### config.mk
export PLATFORM = sky130hd
export DESIGN_NAME = output_subsystem
export DESIGN_NICKNAME = d
export VERILOG_FILES = /design/src/rtl/output_subsystem.sv
export SDC_FILE = /design/constraint.sdc
export NUM_CORES = 1
export LEC_CHECK = 0
export ABC_CLOCK_PERIOD_IN_PS = 3300
export CAP_MARGIN = 10
export CORE_MARGIN = 2
export CORE_UTILIZATION = 50
export CTS_CLUSTER_SIZE = 14
export DETAILED_ROUTE_END_ITERATION = 6
export PLACE_DENSITY = 0.67
export SYNTH_ARGS = -nofsm -noshare
export SYNTH_HDL_FRONTEND = slang
export SYNTH_SLANG_ARGS = --single-unit
### constraint.sdc
create_clock -name clk -period 3.3 [get_ports clk]
set_input_delay 0.495 -clock clk [delete_from_list [all_inputs] [get_ports clk]]
set_output_delay 0.495 -clock clk [all_outputs]
set_load 0.05 [all_outputs]
### src/rtl/output_subsystem.sv
// Reads N words from storage, converts each to unsigned decimal ASCII and sends
// the characters over UART 8N1: words separated by spaces, then CR LF.
module output_subsystem #(
  parameter int unsigned CLK_FREQ  = 100_000_000,
  parameter int unsigned BAUD_RATE = 115200
) (
  input  logic        clk,
  input  logic        rst_n,
  input  logic        w_en_output,
  input  logic [7:0]  start_addr,
  input  logic [8:0]  word_count,
  output logic [7:0]  rd_addr,
  input  logic [31:0] rd_data,
  output logic        uart_tx_pin,
  output logic        busy,
  output logic        done
);

  localparam int unsigned ClksPerBit = CLK_FREQ / BAUD_RATE;
  localparam int unsigned CntW       = (ClksPerBit > 1) ? $clog2(ClksPerBit) : 1;
  localparam logic [CntW-1:0] CntMax = CntW'(ClksPerBit - 1);

  typedef enum logic [2:0] {
    StIdle, StRead, StConv, StSendDig, StSendSep, StSendCr, StSendLf, StFinish
  } state_e;

  state_e          state_q;
  logic [7:0]      base_q;
  logic [8:0]      count_q;
  logic [8:0]      idx_q;
  logic [7:0]      rd_addr_q;
  logic            rd_wait_q;
  logic [31:0]     bin_q;
  logic [39:0]     bcd_q;
  logic [4:0]      conv_cnt_q;
  logic [3:0]      dig_idx_q;
  logic            started_q;
  logic            busy_q;
  logic            done_q;

  // One-byte holding buffer lets the next character be prepared while the
  // current frame is on the line, so frames follow back to back.
  logic [7:0]      buf_q;
  logic            buf_vld_q;
  logic            tx_act_q;
  logic [9:0]      tx_shift_q;
  logic [3:0]      tx_bit_q;
  logic [CntW-1:0] tx_cnt_q;
  logic            tx_pin_q;

  logic [31:0]     bin_d;
  logic [39:0]     bcd_d;
  logic [39:0]     bcd_adj;
  logic [3:0]      cur_dig;
  logic            dig_emit;
  logic            tx_stop_end;
  logic            more_words;

  // One double-dabble step: add 3 to every digit >= 5, then shift left.
  always_comb begin
    bcd_adj = bcd_q;
    for (int i = 0; i < 10; i++) begin
      if (bcd_q[4*i +: 4] >= 4'd5) begin
        bcd_adj[4*i +: 4] = bcd_q[4*i +: 4] + 4'd3;
      end
    end
    {bcd_d, bin_d} = {bcd_adj, bin_q} << 1;
  end

  always_comb begin
    cur_dig     = bcd_q[{dig_idx_q, 2'b00} +: 4];
    // Leading zeros are skipped, but the units digit is always sent.
    dig_emit    = started_q || (cur_dig != 4'd0) || (dig_idx_q == 4'd0);
    tx_stop_end = tx_act_q && (tx_bit_q == 4'd9) && (tx_cnt_q == CntMax);
    more_words  = (idx_q + 9'd1) < count_q;
  end

  always_ff @(posedge clk or negedge rst_n) begin
    if (!rst_n) begin
      state_q    <= StIdle;
      base_q     <= '0;
      count_q    <= '0;
      idx_q      <= '0;
      rd_addr_q  <= '0;
      rd_wait_q  <= 1'b0;
      bin_q      <= '0;
      bcd_q      <= '0;
      conv_cnt_q <= '0;
      dig_idx_q  <= '0;
      started_q  <= 1'b0;
      busy_q     <= 1'b0;
      done_q     <= 1'b0;
      buf_q      <= '0;
      buf_vld_q  <= 1'b0;
      tx_act_q   <= 1'b0;
      tx_shift_q <= '1;
      tx_bit_q   <= '0;
      tx_cnt_q   <= '0;
      tx_pin_q   <= 1'b1;
    end else begin
      done_q <= 1'b0;

      // Byte transmitter: frame = {stop, data[7:0], start}, shifted out LSB first.
      if (tx_act_q) begin
        if (tx_cnt_q == CntMax) begin
          tx_cnt_q <= '0;
          if (tx_bit_q == 4'd9) begin
            if (buf_vld_q) begin
              tx_shift_q <= {1'b1, buf_q, 1'b0};
              tx_pin_q   <= 1'b0;
              tx_bit_q   <= '0;
              buf_vld_q  <= 1'b0;
            end else begin
              tx_act_q <= 1'b0;
              tx_pin_q <= 1'b1;
            end
          end else begin
            tx_shift_q <= {1'b1, tx_shift_q[9:1]};
            tx_pin_q   <= tx_shift_q[1];
            tx_bit_q   <= tx_bit_q + 4'd1;
          end
        end else begin
          tx_cnt_q <= tx_cnt_q + 1'b1;
        end
      end else if (buf_vld_q) begin
        tx_act_q   <= 1'b1;
        tx_shift_q <= {1'b1, buf_q, 1'b0};
        tx_pin_q   <= 1'b0;
        tx_bit_q   <= '0;
        tx_cnt_q   <= '0;
        buf_vld_q  <= 1'b0;
      end

      // Job sequencer; only loads the buffer while it is empty.
      unique case (state_q)
        StIdle: begin
          if (w_en_output) begin
            base_q  <= start_addr;
            count_q <= word_count;
            idx_q   <= '0;
            busy_q  <= 1'b1;
            if (word_count == 9'd0) begin
              state_q <= StSendCr;
            end else begin
              rd_addr_q <= start_addr;
              rd_wait_q <= 1'b1;
              state_q   <= StRead;
            end
          end
        end
        StRead: begin
          if (rd_wait_q) begin
            rd_wait_q <= 1'b0;
          end else begin
            bin_q      <= rd_data;
            bcd_q      <= '0;
            conv_cnt_q <= '0;
            state_q    <= StConv;
          end
        end
        StConv: begin
          bin_q      <= bin_d;
          bcd_q      <= bcd_d;
          conv_cnt_q <= conv_cnt_q + 5'd1;
          if (conv_cnt_q == 5'd31) begin
            dig_idx_q <= 4'd9;
            started_q <= 1'b0;
            state_q   <= StSendDig;
          end
        end
        StSendDig: begin
          if (!dig_emit || !buf_vld_q) begin
            if (dig_emit) begin
              buf_q     <= {4'h3, cur_dig};
              buf_vld_q <= 1'b1;
              started_q <= 1'b1;
            end
            if (dig_idx_q == 4'd0) begin
              state_q <= StSendSep;
            end else begin
              dig_idx_q <= dig_idx_q - 4'd1;
            end
          end
        end
        StSendSep: begin
          if (!more_words) begin
            state_q <= StSendCr;
          end else if (!buf_vld_q) begin
            buf_q     <= 8'h20;
            buf_vld_q <= 1'b1;
            idx_q     <= idx_q + 9'd1;
            rd_addr_q <= base_q + idx_q[7:0] + 8'd1;
            rd_wait_q <= 1'b1;
            state_q   <= StRead;
          end
        end
        StSendCr: begin
          if (!buf_vld_q) begin
            buf_q     <= 8'h0D;
            buf_vld_q <= 1'b1;
            state_q   <= StSendLf;
          end
        end
        StSendLf: begin
          if (!buf_vld_q) begin
            buf_q     <= 8'h0A;
            buf_vld_q <= 1'b1;
            state_q   <= StFinish;
          end
        end
        StFinish: begin
          if (tx_stop_end && !buf_vld_q) begin
            done_q  <= 1'b1;
            busy_q  <= 1'b0;
            state_q <= StIdle;
          end
        end
        default: state_q <= StIdle;
      endcase
    end
  end

  assign rd_addr     = rd_addr_q;
  assign uart_tx_pin = tx_pin_q;
  assign busy        = busy_q;
  assign done        = done_q;

endmodule

==> flow_summary.json, run 1 <==
{
  "cp-start-kind": "flip-flop",
  "syn2layout_area_growth_pct": 17.2,
  "tns_ns": 0,
  "slew_viol_final": 0,
  "antenna_cells": 0,
  "final_cells": 1206,
  "worstSetupPathType": "flip-flop to flip-flop",
  "drt-met1-wl_um": 9100,
  "synth_warnings": 0,
  "slew_headroom_pct": 50.4,
  "maxCapViolations": 0,
  "synth_commonest_cells": "144 x dfrtp_1, 112 x nand2_1, 100 x nor2_1",
  "finalWirelength_um": 18800,
  "leakagePower_nw": 4.28,
  "placed_area_sq_mm": 0.00936,
  "synthFlopType": "dfrtp_1",
  "status": "finished clean",
  "worstHoldPathType": "input pin to async pin",
  "grt_pass1_wl_um": 32800,
  "drt.antenna.violating_nets": 0,
  "start_util_pct": 51.2,
  "drt_pass1_iterations": 5,
  "drtIter0Drc": 395,
  "nets": 1068,
  "synth_most_common_cell": "dfrtp_1",
  "dp_hpwl_um": 12400,
  "netlist_instances": 921,
  "cts_num_sinks": 154,
  "fin_area_sq_mm": 0.00996,
  "cts_hold_buf": 0,
  "avgSynthCellArea_sq_um": 9.22,
  "vias": 6823,
  "post-route-util_pct": 60.0,
  "synth_area_leaders": "dfrtp_1 42%, ha_1 6.2%, nand2_1 4.9%, o21ai_0 4.7%, nor2_1 4.4%",
  "synth_compound_area_share_pct": 19.4,
  "rsz0062_at_grt": "no",
  "drc": 0,
  "layout_min_cycle_time_ns": 2.97,
  "finalHoldViolations": 0,
  "yosysTopAreaCell": "dfrtp_1",
  "synthMuxAreaShare_pct": 5.32,
  "synthArstFlopShare_pct": 100,
  "chipWidth_um": 134,
  "ctsHtreeMaxLevel": 4,
  "tightest_slew_ns": 0.744,
  "worstPathArrival_ns": 3.28,
  "dpl.cell_count": 1173,
  "crit_fanout": 15,
  "wl_met2_um": 8870,
  "reg2reg_slack_ns": 0.33,
  "fin_skew_ns": 0.0104,
  "clock_path_buffers": 2,
  "synthDistinctLibCells": 60,
  "synth_top_family_by_area": "compound AO/OA/AOI/OAI gates",
  "fp.dieArea_sq_mm": 0.0180,
  "ys_seq_area_share_pct": 45.5,
  "core_area_sq_mm": 0.0166,
  "die_y_um": 134,
  "vias_per_cell": 5.66,
  "cellPowerDensity_mw_per_mm2": 770,
  "synth_area_sq_mm": 0.00849,
  "synth_edf_count": 0,
  "ir_drop_mv": 0.428,
  "path_clk_slew_ns": 0.07,
  "antenna_found_initial": 0,
  "synth_top_area_share_pct": 42.4,
  "numCtsBuffers": 17,
  "grt_remaining_overflow": 0,
  "drive_gt1_share_pct": 8.72,
  "clock_latency_ns": 0.44,
  "grt_pass1_vias": 6782,
  "ys_ff_latch": 154,
  "reg2regPathDepth": 12,
  "synth_nets": 1016,
  "detail_route.wl_per_cell_um": 15.6,
  "worstPathRequired_ns": 3.61,
  "io_pins": 63,
  "grt_usage_pct": 22.3,
  "cts_root_buf": "clkbuf_16",
  "ff_latch_area_sq_mm": 0.00387,
  "setup-violations-final": 0,
  "hold_slack_ns": 0.0886,
  "num_rows": 47,
  "multiInputGateArea_sq_mm": 0.00432,
  "nFillCells": 1459,
  "wl_met3_um": 642,
  "finalCritPeriodShare_pct": 90.1,
  "fmax_mhz": 336,
  "finalWeightedCongestion": 0.828,
  "dr.max_layer_used": "met4",
  "grt_max_degree": 83,
  "worstSetupEndpointType": "flip-flop",
  "synth_xor_area_share_pct": 3.30,
  "synth_fa_ha_area_share_pct": 6.42,
  "yosys.area_share.simple_pct": 16.0,
  "cts_tree": "done",
  "portBuffers": 62
}
-- placed cells by master, fill, tap and decap left out, drive strengths merged, types with 3 or more instances in the layout --
cell           count
o31ai             17
o41ai              3
a221o              3
o22ai             25
clkinv             5
and3               8
buf               19
nand2b            16
o32ai              9
nand4              3
mux2i             26
mux2              13
nor2b              9
a31oi             18
dfrtp            144
a211oi             6
inv               48
a21oi             43
o211ai             3
a22o               7
xor2              13
nor3              12
nor2             100
o21ai             82
nand2            112
ha                42
nand3             35
a21o               5
or3                3
xnor2             19
and2               3
a32o              11
clkbuf            18
o31a               4
clkdlybuf4s50     61
dfstp             10
o21a               4
o221ai             5
-- cell families (layout without fill, tap and decap cells) --
logic type	after synthesis	after routing
xor+xnor	32	32
compound gates	254	254
fa+ha+maj	43	43
buf+inv	88	153
simple gates	309	309
flops	154	154
mux	41	41
-- layout make-up --
class	count	area share, %
clock buffers	18	4.41
clock inverters	14	1.34
inverters	41	1.55
multi-input cells	679	43.4
flip-flops and latches	154	38.8
well taps	220	2.76
repair buffers	80	7.73
-- flip-flops by register name, summed over array words and instances, names as in the netlist, 3 cells and up --
signal      cells
idx_q           9
count_q         9
tx_cnt_q       10
tx_shift_q      9
base_q          8
conv_cnt_q      5
dig_idx_q       4
tx_bit_q        4
bcd_q          40
state_q         3
rd_addr         8
bin_q          32
buf_q           6
-- power breakdown --
group,total [W],internal (W),switching [W]
registers,0.00290,0.00244,0.000459
logic,0.00284,0.00115,0.00170
clock network,0.00192,0.00107,0.000850
total,0.00766,0.00466,0.00300
-- per-layer routing --
metal	vias up	global-route usage [%]
met2	125	36.4
met5	-	0
li1	3394	-
met4	0	6.20
met3	20	4.65
met1	3284	30.3
-- per-stage QoR --
| stage | setup WS, ns | total power, W |
|---|---|---|
| 2_1_floorplan | 0.470 | 0.00496 |
| 3_3_place_gp | 0.156 | 0.00568 |
| 3_5_place_dp | -0.0413 | 0.00575 |
| 4_1_cts | 0.119 | 0.00772 |
| 5_1_grt | 0.0145 | 0.00823 |
| 6_report | 0.326 | 0.00766 |
-- repair_timing --
item	CTS	global route
gates cloned	0	0
setup buffers	0	1
setup endpoints to repair	8	21
endpoints found under the hold margin	0	0
pin swaps	0	1
gates resized for setup	1	5
-- worst paths after layout --
kind,start,end
min in group clk,conv_cnt_q[3],conv_cnt_q[3]
max in group asynchronous,rst_n,tx_shift_q[4]
hold / removal,rst_n,rd_addr[2]
setup / recovery,idx_q[0],idx_q[6]
hold reg to reg,conv_cnt_q[3],conv_cnt_q[3]
setup reg to reg,idx_q[0],idx_q[6]
-- worst max-delay path, stage by stage (launching register included) --
cell and delay, ns:
dfrtp_2 0.42, ha_1 0.24, nand3_1 0.18, nor2_2 0.22, xor2_1 0.17, ha_1 0.27
a211oi_1 0.20, o21ai_1 0.16, a211oi_2 0.34, buf_4 0.18, a21oi_4 0.11, o21ai_0 0.25
o41ai_1 0.11
Power figures use the tool's default switching activity.
==> run 2: changes to the inputs <==
--- a/config.mk
+++ b/config.mk
@@ -11,6 +11,7 @@
 export CORE_UTILIZATION = 50
 export CTS_CLUSTER_SIZE = 14
 export DETAILED_ROUTE_END_ITERATION = 6
+export HOLD_SLACK_MARGIN = 0.12
 export PLACE_DENSITY = 0.67
 export SYNTH_ARGS = -nofsm -noshare
 export SYNTH_HDL_FRONTEND = slang
==> run 2 against run 1 <==
Compared with the run above: flip-flop and latch count unchanged; global-route usage hardly changed; combinational power is essentially flat; via count decreased by 0.25%; clock power hardly changed; non-clock buffer count increased by 1; critical path type unchanged; die area unchanged; routed wire length increased by 0.11%; cell area is 0.10% higher; cell count about the same.
==> flow_summary.json, run 2 (synthesized netlist as in run 1, its figures left out) <==
{
  "holdCritStartpoint": "conv_cnt_q[3]",
  "drt_pass1_iterations": 5,
  "placed_area_sq_mm": 0.00936,
  "nets": 1069,
  "final_cell_mix": "143 x dfrtp_1, 112 x nand2_1, 99 x nor2_1, 79 x o21ai_0, 61 x clkdlybuf4s50_1",
  "path_cells": "ha_1 -> nand3_1 -> nor2_2 -> xor2_1 -> ha_1 -> a211oi_1 -> o21ai_1 -> a211oi_2 -> buf_4 -> a21oi_4 -> o21ai_0 -> o41ai_1",
  "layout_min_cycle_time_ns": 3.01,
  "worstPathArrival_ns": 3.32,
  "io_pins": 63,
  "drtIter0Drc": 403,
  "leakagePower_nw": 4.28,
  "grt_max_degree": 83,
  "fin_area_sq_mm": 0.00997,
  "antenna_cells": 0,
  "core_area_sq_mm": 0.0166,
  "finalWeightedCongestion": 0.828,
  "crit_fanout": 15,
  "top_regs": "bcd_q (40), bin_q (32), tx_cnt_q (10)",
  "r2r_end": "idx_q[6]",
  "setup-violations-final": 0,
  "cts_root_buf": "clkbuf_16",
  "largest_register_ffs": 40,
  "cp-start-kind": "flip-flop",
  "ctsHtreeMaxLevel": 4,
  "syn2layout_area_growth_pct": 17.3,
  "fp.dieArea_sq_mm": 0.0180,
  "finalCritPeriodShare_pct": 91.1,
  "max_stage_delay_ns": 0.42,
  "rsz0062_at_grt": "no",
  "worstSetupPathType": "flip-flop to flip-flop",
  "reg2reg_from": "idx_q[0]",
  "drive_gt1_share_pct": 8.71,
  "slowest_stage": "dfrtp_2",
  "vias_per_cell": 5.64,
  "cts_tree": "done",
  "reg2reg_slack_ns": 0.29,
  "top_register": "bcd_q",
  "whs_path_depth": 1,
  "total_power_w": 0.00766,
  "cellPowerDensity_mw_per_mm2": 769,
  "grt_remaining_overflow": 0,
  "finalHoldViolations": 0,
  "numCtsBuffers": 17,
  "maxCapViolations": 0,
  "status": "finished clean",
  "final_common_cell": "dfrtp_1",
  "fmax_mhz": 332,
  "worstSetupEndpointType": "flip-flop",
  "dp_slack_ns": -0.0413,
  "cts_num_sinks": 154,
  "tightest_slew_ns": 0.744,
  "dpl.cell_count": 1173,
  "slew_headroom_pct": 50.4,
  "worstPathRequired_ns": 3.61,
  "clock_path_buffers": 2,
  "chipWidth_um": 134,
  "detail_route.wl_per_cell_um": 15.6,
  "final_cells": 1207,
  "path_clk_slew_ns": 0.06,
  "fin_skew_ns": 0.0104,
  "portBuffers": 62,
  "slew_viol_final": 0,
  "vias": 6806,
  "reg2regPathDepth": 12,
  "grt_usage_pct": 22.3,
  "min_to": "conv_cnt_q[3]",
  "setup_slack_ns": 0.292,
  "finalWirelength_um": 18900,
  "cp_common_cell": "ha_1",
  "drc": 0,
  "clock_latency_ns": 0.44,
  "grt_pass1_vias": 6794,
  "antenna_found_initial": 0,
  "start_util_pct": 51.2,
  "die_y_um": 134,
  "num_rows": 47,
  "worstHoldPathType": "flip-flop to flip-flop",
  "drt.antenna.violating_nets": 0,
  "dp_hpwl_um": 12400,
  "grt_pass1_wl_um": 32800,
  "ir_drop_mv": 0.429
}
## run 2: cell count changes in the layout (fill, tap and decap cells not counted), sizes merged
cell,change
dlygate4sd3,+1
## run 2: what timing repair did
action	4_1_cts	5_1_grt
endpoints found under the setup margin	8	21
hold buffers	1	0
endpoints found under the hold margin	2	0
pin swaps	0	1
setup buffers	0	1
gates resized for setup	1	5
## run 2: how the worst max path moves through the flow
stage | to | slack [ns] | cells after the start | startpoint
2_1_floorplan | rd_addr[0] | 0.47 | 12 | idx_q[1]
5_1_grt | idx_q[6] | 0.01 | 12 | idx_q[4]
3_5_place_dp | idx_q[2] | -0.04 | 11 | idx_q[0]
3_3_place_gp | idx_q[6] | 0.16 | 11 | idx_q[0]
4_1_cts | idx_q[2] | 0.12 | 11 | idx_q[0]
6_report | idx_q[6] | 0.29 | 12 | idx_q[0]
## run 2: critical path: cells and delay by family, from the launching register on
kind / cells / cell delay (ns)
AO/OA/AOI/OAI: 6 / 1.20
adder cells (fa/ha/maj): 2 / 0.51
flip-flops: 1 / 0.42
AND/OR/NAND/NOR: 2 / 0.41
buffers and inverters: 1 / 0.18
XOR/XNOR: 1 / 0.17
## run 2: layout make-up
type,count,area [sq um]
clock buffers,18,439
clock inverters,14,134
fillers,1458,6620
inverters,41,154
multi-input cells,679,4320
flip-flops and latches,154,3870
well taps,220,275
repair buffers,81,779
## run 2: power breakdown
group | leakage [nW] | internal (W) | switching (W)
registers | 1.92 | 0.00244 | 0.000459
logic | 2.08 | 0.00115 | 0.00170
clock network | 0.284 | 0.00107 | 0.000850
total | 4.28 | 0.00466 | 0.00301
## run 2: metal layers
layer  vias to the layer above  routed length (um)  track usage (%)
met5                         -                   0                0
met1                      3279                9200             30.3
met3                        20                 586             4.65
met4                         0                 215             6.20
met2                       111                8850             36.5
li1                       3396                   -                -
## run 2: through the flow
step                setup TNS [ns]  hold slack (ns)  utilization, %
floorplan                        0            0.199               -
global placement                 0            0.462            56.4
detailed placement         -0.0781            0.471            56.4
CTS                              0            0.482            60.0
global route                     0            0.503            60.1
finish                           0            0.478            60.1
==> run 3: changes to the inputs <==
--- a/config.mk
+++ b/config.mk
@@ -9,6 +9,7 @@
 export CAP_MARGIN = 10
 export CORE_MARGIN = 2
 export CORE_UTILIZATION = 50
+export CTS_CLUSTER_DIAMETER = 80
 export CTS_CLUSTER_SIZE = 14
 export DETAILED_ROUTE_END_ITERATION = 6
 export HOLD_SLACK_MARGIN = 0.12
==> constraint.sdc (replaced) <==
create_clock -name clk -period 3.3 [get_ports clk]
set_input_delay 0.33 -clock clk [delete_from_list [all_inputs] [get_ports clk]]
set_output_delay 0.33 -clock clk [all_outputs]
set_load 0.05 [all_outputs]
==> run 3 against run 2 <==
Compared with the run above: first-iteration DRC count is 10% lower; maximum frequency is 1.7% lower; sequential share of layout area is 0.19 points lower; flip-flop and latch count stayed put; combinational power hardly changed; total power is 1.4% higher; via count is 1.1% lower; cell area is 0.46% higher; utilization is 0.28 points higher; largest cell class unchanged; largest power group unchanged.
==> flow_summary.json, run 3 (synthesized netlist as in run 1, its figures left out) <==
{
  "status": "finished clean",
  "grt_pass1_vias": 6421,
  "cellPowerDensity_mw_per_mm2": 776,
  "cp-start-kind": "flip-flop",
  "grt_pass1_wl_um": 31500,
  "hold_slack_ns": 0.430,
  "nFillCells": 1464,
  "dp_hpwl_um": 12100,
  "path_cells": "ha_1 -> nand3_1 -> nor2_2 -> xor2_1 -> ha_1 -> o2111ai_1 -> o21ai_0 -> a211oi_2 -> o21ai_1 -> mux2_2",
  "setup_slack_ns": 0.239,
  "clock_latency_ns": 0.43,
  "dr.max_layer_used": "met4",
  "crit_fanout": 7,
  "ir_drop_mv": 0.489,
  "final_cell_mix": "144 x dfrtp_1, 112 x nand2_1, 99 x nor2_1, 80 x o21ai_0, 61 x clkdlybuf4s50_1",
  "num_rows": 47,
  "cts_tree": "done",
  "fp.dieArea_sq_mm": 0.0180,
  "syn2layout_area_growth_pct": 17.9,
  "largest_register_ffs": 40,
  "numCtsBuffers": 17,
  "max_stage_delay_ns": 0.46,
  "antenna_cells": 0,
  "grt_usage_pct": 21.4,
  "dp_slack_ns": 0.0593,
  "finalCritPeriodShare_pct": 92.8,
  "detail_route.wl_per_cell_um": 15.3,
  "final_common_cell": "dfrtp_1",
  "drt_pass1_iterations": 5,
  "finalWirelength_um": 18500,
  "maxCapViolations": 0,
  "leakagePower_nw": 4.29,
  "vias_per_cell": 5.57,
  "ctsHtreeMaxLevel": 4,
  "core_area_sq_mm": 0.0166,
  "tns_ns": 0,
  "slowest_stage": "dfrtp_1",
  "drt.antenna.violating_nets": 0,
  "fin_skew_ns": 0.0108,
  "final_cells": 1207,
  "slew_viol_final": 0,
  "cts_root_buf": "clkbuf_16",
  "drt-met1-wl_um": 9110,
  "top_regs": "bcd_q (40), bin_q (32), tx_cnt_q (10)",
  "grt_max_degree": 92,
  "top_register": "bcd_q",
  "dpl.cell_count": 1173,
  "finalWeightedCongestion": 0.827,
  "io_pins": 63,
  "worstHoldPathType": "input pin to flip-flop",
  "setup-violations-final": 0,
  "fmax_mhz": 327,
  "wl_met3_um": 659,
  "clock_path_buffers": 2,
  "chipWidth_um": 134,
  "drive_gt1_share_pct": 8.71,
  "drtIter0Drc": 361,
  "worstSetupPathType": "flip-flop to flip-flop",
  "cp_common_cell": "ha_1",
  "tightest_slew_ns": 0.841,
  "finalHoldViolations": 0,
  "rsz0062_at_grt": "no",
  "crit_family": "compound AO/OA/AOI/OAI gates",
  "wl_met2_um": 8450,
  "worstSetupEndpointType": "flip-flop",
  "drc": 0,
  "nets": 1069,
  "slew_headroom_pct": 43.9,
  "cts_num_sinks": 154,
  "vias": 6729,
  "portBuffers": 62,
  "grt_remaining_overflow": 0,
  "path_clk_slew_ns": 0.06,
  "die_y_um": 134,
  "antenna_found_initial": 0,
  "worstPathArrival_ns": 3.37,
  "start_util_pct": 51.2,
  "layout_min_cycle_time_ns": 3.06,
  "worstPathRequired_ns": 3.61,
  "critPathBufInv": 0
}
run 3: path summary, 6_finish.rpt:
path	startpoint	to	slack (ns)	depth (start not counted)
worst max register to register	idx_q[0]	rd_addr[5]	0.24	10
worst min-delay path	rd_data[0]	bin_q[0]	0.43	3
max in group asynchronous	rst_n	bcd_q[15]	1.98	3
worst max-delay path	idx_q[0]	rd_addr[5]	0.24	10
worst min register to register	rd_addr[2]	rd_addr[2]	0.48	2
min in group asynchronous	rst_n	rd_addr[2]	0.55	2
run 3: repair_timing:
| item | in CTS | in global routing |
|---|---|---|
| buffers inserted | 0 | 1 |
| hold endpoints to repair | 79 | 0 |
| hold buffers | 1 | 0 |
| resized for setup | 0 | 5 |
| endpoints found under the setup margin | 0 | 19 |
run 3: worst reg2reg max path, delay by kind of cell (launching register included):
family | cells | cell delay, ns
muxes | 1 | 0.39
AOI/OAI and AO/OA | 4 | 1.05
and+or+nand+nor | 2 | 0.39
xor gates and xnor gates | 1 | 0.09
adders and majority gates | 2 | 0.56
DFF | 1 | 0.46
run 3: per-stage QoR:
stage,instance area [sq um],util (%),total power [W]
3_3_place_gp,9360,56.4,0.00569
5_1_grt,10000,60.4,0.00834
4_1_cts,9980,60.2,0.00782
2_1_floorplan,8490,-,0.00496
6_report,10000,60.4,0.00777
3_5_place_dp,9360,56.4,0.00574
run 3: cell type report:
class,count,area (sq um),area share [%]
Multi-Input combinational cell,679,4320,43.2
Clock inverter,15,191,1.91
Tap cell,220,275,2.75
Clock buffer,17,425,4.25
Sequential cell,154,3870,38.6
Inverter,41,154,1.54
Timing Repair Buffer,81,779,7.78
run 3: metal layers:
layer	vias up	global-route usage, %
met5	-	0
met4	0	6.32
met3	21	4.50
met2	108	33.6
met1	3207	30.1
li1	3393	-
run 3: power by group:
group | leakage [nW] | switching (W) | total (W) | internal [W]
clock network | 0.290 | 0.000851 | 0.00206 | 0.00121
registers | 1.92 | 0.000450 | 0.00289 | 0.00244
logic | 2.08 | 0.00168 | 0.00283 | 0.00115
